==> src/rtl/inst_fetch_stage.sv <==
// PC generator and IF/ID pipeline register in front of the instruction ROM.
// Optional out-of-range fetch fault detection is compiled in with `define FETCH_FAULT_EN.
module inst_fetch_stage #(
   parameter logic [31:0] RESET_PC   = 32'h0000_0000,
   parameter int          ROM_ADDR_W = 12,
   parameter int          ROM_WORDS  = 128
) (
   input  logic                  clk,
   input  logic                  reset,
   output logic [ROM_ADDR_W-1:0] rom_addr,
   input  logic [31:0]           rom_inst,
   input  logic                  stall,
   input  logic                  flush,
   input  logic                  redirect_valid,
   input  logic [31:0]           redirect_pc,
   output logic                  if_valid,
   output logic [31:0]           if_pc,
   output logic [31:0]           if_pc_plus4,
   output logic [31:0]           if_inst
`ifdef FETCH_FAULT_EN
   ,
   output logic                  fetch_fault
`endif
);

   localparam logic [31:0] NOP = 32'h0000_0013;

   logic [31:0] pc_q, pc_d;
   logic        if_valid_q, if_valid_d;
   logic [31:0] if_pc_q, if_pc_d;
   logic [31:0] if_pc_plus4_q, if_pc_plus4_d;
   logic [31:0] if_inst_q, if_inst_d;
   logic [31:0] pc_plus4_s;
   logic        oor_s;
   logic        halt_s;

   assign pc_plus4_s = pc_q + 32'd4;

`ifdef FETCH_FAULT_EN
   localparam logic [31:0] ROM_BYTES = 32'(ROM_WORDS * 4);

   logic fault_q, fault_d;

   assign oor_s       = (pc_q >= ROM_BYTES);
   assign halt_s      = fault_q;
   assign fetch_fault = fault_q;

   // Fault flag: set by an out-of-range capture, cleared by redirect or flush.
   always_comb begin
      fault_d = fault_q;
      if (redirect_valid) begin
         fault_d = 1'b0;
      end else if (stall) begin
         fault_d = fault_q;
      end else if (flush) begin
         fault_d = 1'b0;
      end else if (!halt_s && oor_s) begin
         fault_d = 1'b1;
      end else begin
         fault_d = fault_q;
      end
   end

   // Fault flag register.
   always_ff @(posedge clk or posedge reset) begin
      if (reset) begin
         fault_q <= 1'b0;
      end else begin
         fault_q <= fault_d;
      end
   end
`else
   assign oor_s  = 1'b0;
   assign halt_s = 1'b0;
`endif

   // Next PC and IF/ID contents; redirect outranks stall, stall outranks flush.
   always_comb begin
      pc_d          = pc_q;
      if_valid_d    = if_valid_q;
      if_pc_d       = if_pc_q;
      if_pc_plus4_d = if_pc_plus4_q;
      if_inst_d     = if_inst_q;
      if (redirect_valid) begin
         pc_d       = redirect_pc & 32'hFFFF_FFFC;
         if_valid_d = 1'b0;
      end else if (stall) begin
         pc_d = pc_q;
      end else if (flush) begin
         if (halt_s) begin
            pc_d = pc_q;
         end else begin
            pc_d = pc_plus4_s;
         end
         if_valid_d = 1'b0;
      end else if (halt_s) begin
         // fetch is halted on a fault: no new instruction until redirected
         if_valid_d = 1'b0;
      end else begin
         if_pc_d       = pc_q;
         if_pc_plus4_d = pc_plus4_s;
         if_valid_d    = 1'b1;
         if (oor_s) begin
            if_inst_d = NOP;
            pc_d      = pc_q;
         end else begin
            if_inst_d = rom_inst;
            pc_d      = pc_plus4_s;
         end
      end
   end

   // PC and IF/ID pipeline registers.
   always_ff @(posedge clk or posedge reset) begin
      if (reset) begin
         pc_q          <= RESET_PC;
         if_valid_q    <= 1'b0;
         if_pc_q       <= 32'h0000_0000;
         if_pc_plus4_q <= 32'h0000_0004;
         if_inst_q     <= NOP;
      end else begin
         pc_q          <= pc_d;
         if_valid_q    <= if_valid_d;
         if_pc_q       <= if_pc_d;
         if_pc_plus4_q <= if_pc_plus4_d;
         if_inst_q     <= if_inst_d;
      end
   end

   assign rom_addr    = pc_q[ROM_ADDR_W-1:0];
   assign if_valid    = if_valid_q;
   assign if_pc       = if_pc_q;
   assign if_pc_plus4 = if_pc_plus4_q;
   assign if_inst     = if_inst_q;

endmodule

==> config.mk <==
export PLATFORM = sky130hd
export DESIGN_NAME = inst_fetch_stage
export DESIGN_NICKNAME = d
export VERILOG_FILES = /design/src/rtl/inst_fetch_stage.sv
export SDC_FILE = /design/constraint.sdc
export NUM_CORES = 1
export LEC_CHECK = 0
export CORE_MARGIN = 3
export CORE_UTILIZATION = 40
export CTS_BUF_LIST = sky130_fd_sc_hd__clkbuf_16
export DETAILED_ROUTE_END_ITERATION = 8
export PLACE_DENSITY = 0.78
export SLEW_MARGIN = 25
export SYNTH_ARGS = -nofsm -noshare
export SYNTH_HDL_FRONTEND = slang
export SYNTH_SLANG_ARGS = --single-unit
==> constraint.sdc <==
create_clock -name clk -period 3.8 [get_ports clk]
set_input_delay 0.38 -clock clk [delete_from_list [all_inputs] [get_ports clk]]
set_output_delay 0.38 -clock clk [all_outputs]
set_load 0.02 [all_outputs]
# Word level (Yosys, flattened, before mapping)
# Index checks and enable logic that the tools add are counted.
# totals
ff_bits,129
in_bits,69
output_inout_bits,109
elab_cells,16
# classes
add_sub_neg,1
eq_ne,1
muxes,5
bitwise_logic,3
n_reduce_logical,1
# ops
cell,n
$mux 32,2
$add 32x3->32 const B,1
$mux 1,3
$not 1->1,3
$reduce_and 3->1,1
$ne 2x1->1 const B,1

# Longest topological paths before layout
# depth
depth_word,3
ltp_mapped,6
ltp_nobuf,5

# Worst setup path after synthesis
# Ideal clock, no wire load.
# synth_timing
kind,register to register
startpoint,register pc_q[2]
endpoint,register pc_q[24]
setup_ns,0.082
arrival_time_ns,1.899
required_ns,3.718
setup_slack_ns,1.819
path_stages_with_launch,7
path_buffers,1
period_less_slack_ns,1.981
cell_sequence,dfrtp_1 > ha_1 > nand3_1 > clkbuf_1 > nor4_2 > or3b_1 > a31oi_1
# synth_between
elab_chain_len,3
# synth_lines
item,line,rtl
"start, declared",28,"logic [31:0] pc_q, pc_d;"
"start signal, assigned",122,pc_q <= pc_d;
$add 32x3->32,37,assign pc_plus4_s = pc_q + 32'd4;
$mux 32,87,end else if (stall) begin
$mux 32,84,if (redirect_valid) begin
# Every way passes these cells. The select of a mux whose other input is x is not followed.
# A chain may end at the register's enable or synchronous reset.

# Worst setup path in the final report
# Same ends and word-level chain as after synthesis.

==> results_dict.tcl <==
set metrics [dict create \
    status "finished clean" \
    ys.flop_type "dfrtp_1" \
    cts_tree "built" \
    max-clock-path-buffers 2 \
    fin_crit_sh_pct 64.9 \
    async_flop_share_pct 100 \
    ios 178 \
    die_h_um 128 \
    antenna_found_initial 0 \
    cell_internal_pwr_mw 2.95 \
    cts_root_buf "clkbuf_16" \
    hold_violations 0 \
    period_minus_slack_ns 2.47 \
    p_sw_mw 1.26 \
    finalMaxSlewViolations 0 \
    initial_core_util_pct 41.7 \
    wl_per_cell_um 16.0 \
    overflow 0 \
    critPathLaunchType "flop" \
    synth_area_per_cell_um2 9.00 \
    final_nets 863 \
    hold_slack_ns 0.459 \
    viasPerCell 5.14 \
    cp.arrival_ns 2.79 \
    synth_largest_area_cell "dfrtp_1" \
    relSlewSlack_pct 34.8 \
    regArea_um2 3080 \
    hpwl_um 10700 \
    synth_mux_area_share_pct 0.699 \
    endpoint_kind "flop" \
    drc_errors 0 \
    fmax_mhz 406 \
    die-width_um 128 \
    cts_resized 0 \
    synth.top_cells.by_area "dfrtp_1, nand2_1, o21ai_0, xnor2_1, a31oi_1" \
    synth.cell_area_um2 5910 \
    yosys_register_bits 123 \
    crit_type "flop to flop" \
    portBuffers 169 \
    clock_power_share_pct 35.5 \
    rsz0062_at_grt "no" \
    yosys.area_share.simple_pct 27.6 \
    synth_top_family_by_area "simple AND/OR/NAND/NOR gates" \
    synth-xor-area-share_pct 3.71 \
    seq_power_share_pct 40.0 \
    p_comb_share_pct 24.5 \
    hold_class "flop to flop" \
    routed_wirelength_um 15800 \
    clk_latency_ns 0.42 \
    num_vias 5061 \
    synth.top_cell.area_share_pct 50.4 \
    swShare_pct 30.0 \
    gp_congestion 0.821 \
    grt.total_usage_pct 20.0 \
    whs_path_depth 2 \
    p_per_area_nw_per_um2 519 \
    ir_worst_vdd_v 0.000281 \
    reg2reg_depth 5 \
    drt-pass1-iter-count 5 \
    drv_cap 0 \
    drt_iter0_markers 301 \
    rows 43 \
    area_growth_pct 37.4 \
    ant_nets 0 \
    synth_cells 656 \
    grt_max_degree 93 \
    cts_setup_buffers 0 \
    holdBufCountCts 0 \
    ctsHtreeMaxLevel 4 \
    dieArea_um2 16300 \
    grt_pass1_vias 4809 \
    clock_skew_ns 0.00709 \
    design_area_um2 8110 \
    worstPathRequired_ns 4.12 \
    synth_cell_types 52 \
    synth_edf_count 0 \
    place_area_um2 7570 \
    ys_warn_count 0 \
    cts_sinks 123 \
    clkTransAtPathRegs_ns 0.05 \
    core_area_um2 14100 \
    drive_gt1_share_pct 6.58 \
    numCtsBuffers 17 \
    diodes 0 \
    nFillCells 1232 \
    path_max_fanout 11 \
    finalSetupTns_ns 0 \
    ys_seq_area_share_pct 52.2 \
    synth_compound_area_share_pct 9.03 \
    multi_input_area_um2 2470 \
    p_leak_nw 3.46 \
    finalSetupViolations 0 \
    tightest_slew_ns 0.978 \
    synth_fa_ha_area_share_pct 0.212 \
    grt_pass1_wl_um 25400 \
]
==> metal layers <==
metal | track usage, % | share of wire (%)
met1 | 26.6 | 44
met5 | 0 | 0
met2 | 30.5 | 46
met4 | 5.93 | 1.3
met3 | 7.40 | 8.3
==> cell usage in the layout, fill, tap and decap left out, drive strengths merged, types with 8 or more instances in the layout <==
cell,count
clkbuf,17
nor3,8
xnor2,19
o31ai,12
o21ai,39
or4,22
nand3,11
nand4,12
dfrtp,119
or3,14
a31oi,25
clkinv,10
nand2,227
nor2,32
clkdlybuf4s50,169
==> final timing paths <==
kind | startpoint | endpoint | slack (ns)
setup reg to reg | pc_q[2]$_DFFE_PP0N_ | pc_q[24]$_DFFE_PP0N_ | 1.33
setup / recovery | pc_q[2]$_DFFE_PP0N_ | pc_q[24]$_DFFE_PP0N_ | 1.33
hold reg to reg | if_inst[0]$_DFFE_PP1P_ | if_inst[0]$_DFFE_PP1P_ | 0.46
hold / removal | if_inst[0]$_DFFE_PP1P_ | if_inst[0]$_DFFE_PP1P_ | 0.46
max in group asynchronous | reset | if_inst[4]$_DFFE_PP1P_ | 2.48
min in group asynchronous | reset | if_pc[21]$_DFFE_PP0P_ | 0.47
==> area by class of cell <==
cell class | count | share of cell area (%)
sequential | 123 | 38.0
multi-input combinational | 471 | 30.5
timing repair buffer | 175 | 21.9
clock buffer | 17 | 5.24
tap | 180 | 2.78
clock inverter | 14 | 1.40
inverter | 5 | 0.262
==> per-stage QoR <==
stage / cells / util [%] / worst slack [ns] / power [mW]
floorplan: 661 / - / 0.156 / 2.22
global route: 985 / 57.3 / 1.21 / 4.43
CTS: 985 / 57.3 / 1.31 / 4.26
global placement: 954 / 53.5 / 1.14 / 2.73
detailed placement: 954 / 53.5 / 1.10 / 2.75
finish: 985 / 57.3 / 1.33 / 4.21
==> power groups by stage <==
stage / clock network (mW) / logic, mW / registers (mW)
global route: 1.59 / 1.12 / 1.71
detailed placement: 0 / 1.04 / 1.70
finish: 1.49 / 1.03 / 1.68
CTS: 1.53 / 1.05 / 1.68
global placement: 0 / 1.03 / 1.70
floorplan: 0 / 0.352 / 1.87
==> worst max-delay path: stages (launching register included) <==
cell	delay (ns)
dfrtp_1	0.51
ha_1	0.29
nand3_1	0.40
nor4_2	0.59
or3b_1	0.39
a31oi_1	0.19
==> Yosys cell counts (5+ instances only) <==
cell,n
nand2_1,227
nor2_1,32
a31oi_1,25
clkbuf_1,29
nand4_1,9
xnor2_1,19
dfrtp_1,119
xor2_1,6
o21ai_0,39
nor4_1,5
or4_1,20
o31ai_1,12
or3_1,13
buf_6,5
nor3_1,7
nand3_1,9
buf_4,20
==> cell families after synthesis <==
group / after synthesis
adder cells (fa/ha/maj): 1
buffers and inverters: 67
multiplexers: 4
other: 1
AO/OA/AOI/OAI: 88
AND/OR/NAND/NOR: 347
XOR/XNOR: 25
flip-flops: 123
==> sequential cells by signal (all words and copies together) (netlist names) <==
name and cells:
if_inst 32, if_pc 30, if_pc_plus4 30, if_valid 1, pc_q 30
Note: power is estimated with default switching activity, not from simulation.
